$ cat src/rtl/ice40_pll_pkg.sv
// Shared types and sizing helpers for the iCE40 PLL supervisor and its sub-blocks.
package ice40_pll_pkg;

    typedef enum logic [1:0] {
        ST_RESET  = 2'd0,
        ST_WAIT   = 2'd1,
        ST_LOCKED = 2'd2,
        ST_FAIL   = 2'd3
    } pll_state_t;

    function automatic int unsigned retry_width(input int unsigned max_retries);
        return $clog2(max_retries + 2);
    endfunction

    function automatic int unsigned cnt_width(input int unsigned a,
                                              input int unsigned b,
                                              input int unsigned c);
        int unsigned m;
        m = a;
        if (b > m) m = b;
        if (c > m) m = c;
        return $clog2(m) + 1;
    endfunction

endpackage

$ cat src/rtl/ice40_pll_supervisor_if.sv
// Supervisor <-> PLL/CRG signal bundle; master is the supervisor side.
interface ice40_pll_supervisor_if #(
    parameter int unsigned MAX_RETRIES = 7
);
    import ice40_pll_pkg::*;

    localparam int unsigned W = retry_width(MAX_RETRIES);

    logic         pll_lock_raw;
    logic         restart;
    logic         pll_resetb;
    logic         pll_lock;
    logic         lock_ok;
    logic         lock_lost;
    logic         fail;
    logic [W-1:0] retry_cnt;

    modport master (
        input  pll_lock_raw, restart,
        output pll_resetb, pll_lock, lock_ok, lock_lost, fail, retry_cnt
    );

    modport slave (
        output pll_lock_raw, restart,
        input  pll_resetb, pll_lock, lock_ok, lock_lost, fail, retry_cnt
    );

endinterface

$ cat src/rtl/ice40_sync_ff.sv
// Generic single-bit synchroniser with asynchronous clear.
module ice40_sync_ff #(
    parameter int unsigned STAGES = 2
) (
    input  logic clk,
    input  logic rst,
    input  logic i_d,
    output logic o_q
);

    logic [STAGES-1:0] r_sync;

    always_ff @(posedge clk or posedge rst) begin
        if (rst) r_sync <= '0;
        else     r_sync <= {r_sync[STAGES-2:0], i_d};
    end

    assign o_q = r_sync[STAGES-1];

endmodule

$ cat src/rtl/ice40_pll_supervisor.sv
// Sequences SB_PLL40 RESETB and qualifies its LOCK output for the serdes CRG.
module ice40_pll_supervisor
    import ice40_pll_pkg::*;
#(
    parameter int unsigned RST_CYCLES     = 16,
    parameter int unsigned STABLE_CYCLES  = 256,
    parameter int unsigned TIMEOUT_CYCLES = 65536,
    parameter int unsigned MAX_RETRIES    = 7,
    parameter int unsigned SYNC_STAGES    = 2
) (
    input  logic                     clk,
    input  logic                     rst,
    ice40_pll_supervisor_if.master   bus
);

    localparam int unsigned W  = retry_width(MAX_RETRIES);
    localparam int unsigned CW = cnt_width(RST_CYCLES, STABLE_CYCLES, TIMEOUT_CYCLES);

    localparam logic [CW-1:0] RST_LAST  = CW'(RST_CYCLES - 1);
    localparam logic [CW-1:0] STAB_LAST = CW'(STABLE_CYCLES - 1);
    localparam logic [CW-1:0] TMO_LAST  = CW'(TIMEOUT_CYCLES - 1);
    localparam logic [W-1:0]  RETRY_MAX = W'(MAX_RETRIES);

    pll_state_t    r_state;
    pll_state_t    w_next;
    logic [CW-1:0] r_cnt;
    logic [CW-1:0] r_stab;
    logic [W-1:0]  r_retry;
    logic [W-1:0]  w_retry_next;
    logic          w_lock_s;
    logic          w_lost;
    logic          r_pll_resetb;
    logic          r_lock_ok;
    logic          r_pll_lock;
    logic          r_lock_lost;
    logic          r_fail;

    ice40_sync_ff #(.STAGES(SYNC_STAGES)) u_sync (
        .clk (clk),
        .rst (rst),
        .i_d (bus.pll_lock_raw),
        .o_q (w_lock_s)
    );

    always_comb begin
        w_next       = r_state;
        w_retry_next = r_retry;
        w_lost       = 1'b0;
        if (bus.restart) begin
            w_next       = ST_RESET;
            w_retry_next = '0;
        end else begin
            case (r_state)
                ST_RESET: begin
                    if (r_cnt == RST_LAST) w_next = ST_WAIT;
                end
                ST_WAIT: begin
                    // stability is checked first so it wins a tie with the timeout
                    if (w_lock_s && (r_stab == STAB_LAST)) begin
                        w_next       = ST_LOCKED;
                        w_retry_next = '0;
                    end else if (r_cnt == TMO_LAST) begin
                        if (r_retry >= RETRY_MAX) begin
                            w_next = ST_FAIL;
                        end else begin
                            w_next       = ST_RESET;
                            w_retry_next = r_retry + 1'b1;
                        end
                    end
                end
                ST_LOCKED: begin
                    if (!w_lock_s) begin
                        w_next = ST_RESET;
                        w_lost = 1'b1;
                    end
                end
                ST_FAIL: w_next = ST_FAIL;
                default: w_next = ST_RESET;
            endcase
        end
    end

    always_ff @(posedge clk or posedge rst) begin
        if (rst) begin
            r_state      <= ST_RESET;
            r_cnt        <= '0;
            r_stab       <= '0;
            r_retry      <= '0;
            r_pll_resetb <= 1'b0;
            r_lock_ok    <= 1'b0;
            r_pll_lock   <= 1'b0;
            r_lock_lost  <= 1'b0;
            r_fail       <= 1'b0;
        end else begin
            r_state <= w_next;
            r_retry <= w_retry_next;

            // cnt only runs in the two timed states; restart forces a clear even without a state change
            if (bus.restart || (w_next != r_state) ||
                !((r_state == ST_RESET) || (r_state == ST_WAIT)))
                r_cnt <= '0;
            else
                r_cnt <= r_cnt + 1'b1;

            if (!bus.restart && (r_state == ST_WAIT) && (w_next == ST_WAIT) && w_lock_s)
                r_stab <= r_stab + 1'b1;
            else
                r_stab <= '0;

            r_pll_resetb <= (w_next == ST_WAIT) || (w_next == ST_LOCKED);
            r_lock_ok    <= (w_next == ST_LOCKED);
            r_pll_lock   <= r_lock_ok;
            r_lock_lost  <= w_lost;
            r_fail       <= (w_next == ST_FAIL);
        end
    end

    assign bus.pll_resetb = r_pll_resetb;
    assign bus.lock_ok    = r_lock_ok;
    assign bus.pll_lock   = r_pll_lock;
    assign bus.lock_lost  = r_lock_lost;
    assign bus.fail       = r_fail;
    assign bus.retry_cnt  = r_retry;

endmodule
$ cat src/flat_wrapper.sv
// flat-port wrapper written by rule: the top's interface ports become plain ports
module ice40_pll_supervisor_flat import ice40_pll_pkg::*;
#(
    parameter int unsigned RST_CYCLES     = 16,
    parameter int unsigned STABLE_CYCLES  = 256,
    parameter int unsigned TIMEOUT_CYCLES = 65536,
    parameter int unsigned MAX_RETRIES    = 7,
    parameter int unsigned SYNC_STAGES    = 2
)
  (clk, rst, bus_pll_lock_raw, bus_restart, bus_pll_resetb, bus_pll_lock, bus_lock_ok, bus_lock_lost, bus_fail, bus_retry_cnt);
  ice40_pll_supervisor_if #(.MAX_RETRIES(MAX_RETRIES)) bus_i ();
  input  logic clk;
  input  logic rst;
  input wire logic [$bits(bus_i.pll_lock_raw)-1:0] bus_pll_lock_raw;
  input wire logic [$bits(bus_i.restart)-1:0] bus_restart;
  output wire logic [$bits(bus_i.pll_resetb)-1:0] bus_pll_resetb;
  output wire logic [$bits(bus_i.pll_lock)-1:0] bus_pll_lock;
  output wire logic [$bits(bus_i.lock_ok)-1:0] bus_lock_ok;
  output wire logic [$bits(bus_i.lock_lost)-1:0] bus_lock_lost;
  output wire logic [$bits(bus_i.fail)-1:0] bus_fail;
  output wire logic [$bits(bus_i.retry_cnt)-1:0] bus_retry_cnt;
  assign bus_i.pll_lock_raw = bus_pll_lock_raw;
  assign bus_i.restart = bus_restart;
  assign bus_pll_resetb = bus_i.pll_resetb;
  assign bus_pll_lock = bus_i.pll_lock;
  assign bus_lock_ok = bus_i.lock_ok;
  assign bus_lock_lost = bus_i.lock_lost;
  assign bus_fail = bus_i.fail;
  assign bus_retry_cnt = bus_i.retry_cnt;
  ice40_pll_supervisor #(.RST_CYCLES(RST_CYCLES), .STABLE_CYCLES(STABLE_CYCLES), .TIMEOUT_CYCLES(TIMEOUT_CYCLES), .MAX_RETRIES(MAX_RETRIES), .SYNC_STAGES(SYNC_STAGES)) u_core (.clk(clk), .rst(rst), .bus(bus_i));
endmodule
$ cat config.mk
export PLATFORM = sky130hd
export DESIGN_NAME = ice40_pll_supervisor_flat
export DESIGN_NICKNAME = d
export VERILOG_FILES = /design/src/rtl/ice40_pll_pkg.sv /design/src/rtl/ice40_pll_supervisor_if.sv /design/src/rtl/ice40_sync_ff.sv /design/src/rtl/ice40_pll_supervisor.sv /design/src/flat_wrapper.sv
export SDC_FILE = /design/constraint.sdc
export NUM_CORES = 1
export LEC_CHECK = 0
export ABC_AREA = 1
export BUFFER_PORTS_ARGS = -buffer_cell sky130_fd_sc_hd__buf_2
export CORE_MARGIN = 3
export CORE_UTILIZATION = 52
export CTS_BUF_LIST = sky130_fd_sc_hd__clkbuf_8
export DETAILED_ROUTE_END_ITERATION = 8
export PLACE_DENSITY = 0.69
export SLEW_MARGIN = 40
export SYNTH_ARGS = -nofsm -noshare
export SYNTH_HDL_FRONTEND = slang
export SYNTH_HIERARCHICAL = 1
export SYNTH_SLANG_ARGS = --single-unit
$ cat constraint.sdc
create_clock -name clk -period 7 [get_ports clk]
set_input_delay 0 -clock clk [delete_from_list [all_inputs] [get_ports clk]]
set_output_delay 0 -clock clk [all_outputs]
set_load 0.01 [all_outputs]
==> impl_results.md <==
- Leak: ~1.4 nW
- GP Congestion: about 0.81
- Fraction of layout cells with a size suffix above 1: between 15 and 20%
- Category of the most critical setup path: flop to flop
- Final Hold Viols: 0
- Vias post-DR: around 1900
- Worst setup path endpoint: u_core/r_stab[12]
- Final Max Tran Viols: 0
- Period utilisation layout: a little over two fifths
- Clock sinks: 47
- Setup TNS: 0 ps
- Hpwl dp: 3330 um
- WP data required: slightly above 7000 ps
- Pre-Repair DR Iteration Count: 6
- Final min period: 3010 ps
- DP Worst Slack: just over 4000 ps
- Status: completed
- Setup ws final: between 3000 and 4000 ps
- CTS clk-pin slew, worst paths: ~80 ps
- Worst-path cell chain: ha_1 > nand2_1 > nor2_4 > nand3_1 > nor2_2 > nand4_1 > nor2_1 > ha_1 > inv_1 > nor2_1 > nor2_1 > nand2_2 > nand3_1 > ha_1 > nand4_1 > inv_1 > o21ai_0 > a21oi_1
- Clock buffer depth: 2
- Vert. Die Dim: approximately 76 um
- Die Wd: ~76 um
- CTS tree: built
- Post-Syn Area: between 0.002 and 0.003 sq mm
- Fillers: between 300 and 400
- Initial DRC Count: a little under 90
- Total wire length: around 4600 um
- Worst-skew pair later-pin latency: between 200 and 300 ps
- Most common library cell in the layout ignoring fill and taps: nand2_1
- Io pins: 13
- Critical Path Max Stage Delay: roughly 420 ps
- Yosys top cell area share: 46.1%
- Highest-count cells in the layout ignoring fill and taps: 57 x nand2_1, 54 x nor2_1, 47 x dfrtp_1
- DRC Markers: 0
- Post-synthesis sequential area ratio: 46.1%
- GRT Total Usage: ~17%
- Crit-path slowest cell: nand4_1
- RSZ-0062 raised after global routing: no
- H-Tree Depth: 2
- Total Nets Final: approximately 330
- Worst setup path start: u_core/r_cnt[0]
- Max Fclk: about 330 MHz
- Syn nets: just over 300
- R2R Path Start: u_core/r_cnt[0]
- Final Skew: between 8 and 9 ps
- Max cap viols: 0
- Area grow syn2layout: 8.87%
- Die area: roughly 0.0058 sq mm
- Vias in the first global route: 1916
- Largest net degree at the start of global routing: 46
- FF+latch count, synth: 47
- CTS Buf Count: 5
- Reg2Reg Depth: 18
- Power density cells: approximately 160 mW/mm^2
- Synthesized area per cell: 8.51 sq um
- Synth Warn #: 6
- Yosys cell types: 29
- Critical Path AT: 3190 ps
- Post-Synthesis Cells: 300
- Antenna violations before repair: 0
- Crit. End Element: flop
- CTS root buf: clkbuf_8
- Final setup fails: 0
- First-pass GRT wire length: approximately 8300 um
- CP startpoint kind: flop
- Grt ovf: 0
- Row cnt: 24
- Vias per cell: about 4.9
- Diodes inserted: 0
- Largest cells by area after synthesis: dfrtp_1 46%, nand2_1 8.4%, nor2_1 7.9%
- DR WL/cell: 11.9 um
- VDD IR max: slightly below 0.1 mV
- Hold WC Path Type: input pin to async pin
- Final ANT Viol Nets: 0
- Tightest Pin Transition: 561 ps
- Slew HR: between 60 and 70%
- Initial Utilization: 56.3%
- Worst R2R Setup Slack: 3990 ps
- Core box area: around 0.0045 sq mm
- PortBufs: 12
- CP max FO: 12
- Synth area leader: dfrtp_1
- R2r endpoint: u_core/r_stab[12]
[critical path, delay by kind of cell, from the launching register on]
family                     cells  cell delay, ps
adders and majority gates      3             570
and+or+nand+nor               11            1500
buffers and inverters          2             260
DFF                            1             370
AOI/OAI and AO/OA              2             190
[power by group]
part | internal (mW) | total, mW | switching (mW)
combinational | 0.00845 | 0.0256 | 0.0171
clock | 0.0664 | 0.151 | 0.0842
sequential | 0.275 | 0.279 | 0.00372
total | 0.350 | 0.455 | 0.105
[flip-flops by register name, summed over array words and instances, names as in the netlist]
name / flops
u_core/bus.fail: 1
u_core/u_sync/r_sync: 2
u_core/bus.pll_lock: 1
u_core/bus.lock_ok: 1
u_core/bus.lock_lost: 1
u_core/bus.retry_cnt: 4
u_core/r_cnt: 17
u_core/r_state: 2
u_core/bus.pll_resetb: 1
u_core/r_stab: 17
[layout make-up]
cell class,count,area (sq um),area share (%)
Clock buffer,5,68.8,2.48
Clock inverter,1,7.51,0.270
Inverter,40,153,5.49
Multi-Input combinational cell,211,1200,43.3
Sequential cell,47,1180,42.3
Tap cell,65,81.3,2.93
Timing Repair Buffer,15,90.1,3.24
[metrics by stage]
stage	total power [mW]	cells	area [sq um]	utilization, %	hold WS (ps)
after floorplan	0.303	300	2550	-	-259
after detailed placement	0.310	375	2670	59.0	-99.4
after global placement	0.309	375	2670	58.9	-115
after CTS	0.464	384	2780	61.3	130
after global routing	0.483	384	2780	61.3	137
final	0.455	384	2780	61.3	146
[synthesized netlist by cell type]
master / number
a21o_1: 1
a21oi_1: 6
a21oi_2: 1
a31oi_1: 2
and3_1: 1
buf_12: 1
clkbuf_1: 1
dfrtp_1: 47
ha_1: 7
inv_1: 37
inv_2: 3
nand2_1: 57
nand2_2: 2
nand2_4: 4
nand3_1: 15
nand3_4: 2
nand4_1: 7
nor2_1: 54
nor2_2: 4
nor2_4: 12
nor2_8: 1
nor3_1: 7
nor3b_1: 1
nor4_1: 2
o21ai_0: 7
o21bai_1: 2
or2_0: 1
xnor2_1: 2
xor2_1: 13
[logic make-up after synthesis]
group	synth area share, %
XOR/XNOR	5.14
adder cells (fa/ha/maj)	3.43
AND/OR/NAND/NOR	34.3
flip-flops	46.1
buffers and inverters	6.81
AO/OA/AOI/OAI	4.26
[per-layer routing]
metal	vias up	wire [um]	global-route usage, %
met5	-	0	0
met4	0	19	4.35
met3	2	181	3.90
met2	45	2030	27.7
met1	865	2330	23.9
li1	981	-	-
[how the worst min path moves through the flow]
stage	slack, ps	cells past startpoint	endpoint
global route	140	3	u_core/u_sync/r_sync[1]
global placement	-110	2	u_core/u_sync/r_sync[1]
floorplan	-260	1	u_core/u_sync/r_sync[0]
finish	150	3	u_core/u_sync/r_sync[1]
detailed placement	-100	2	u_core/u_sync/r_sync[1]
CTS	130	3	u_core/u_sync/r_sync[1]
[repair_timing]
| item | CTS | global route |
|---|---|---|
| resized for setup | 0 | 0 |
| endpoints found under the hold margin | 49 | 0 |
| buffers inserted | 0 | 0 |
| hold buffers | 3 | 0 |
Power figures use the tool's default switching activity.
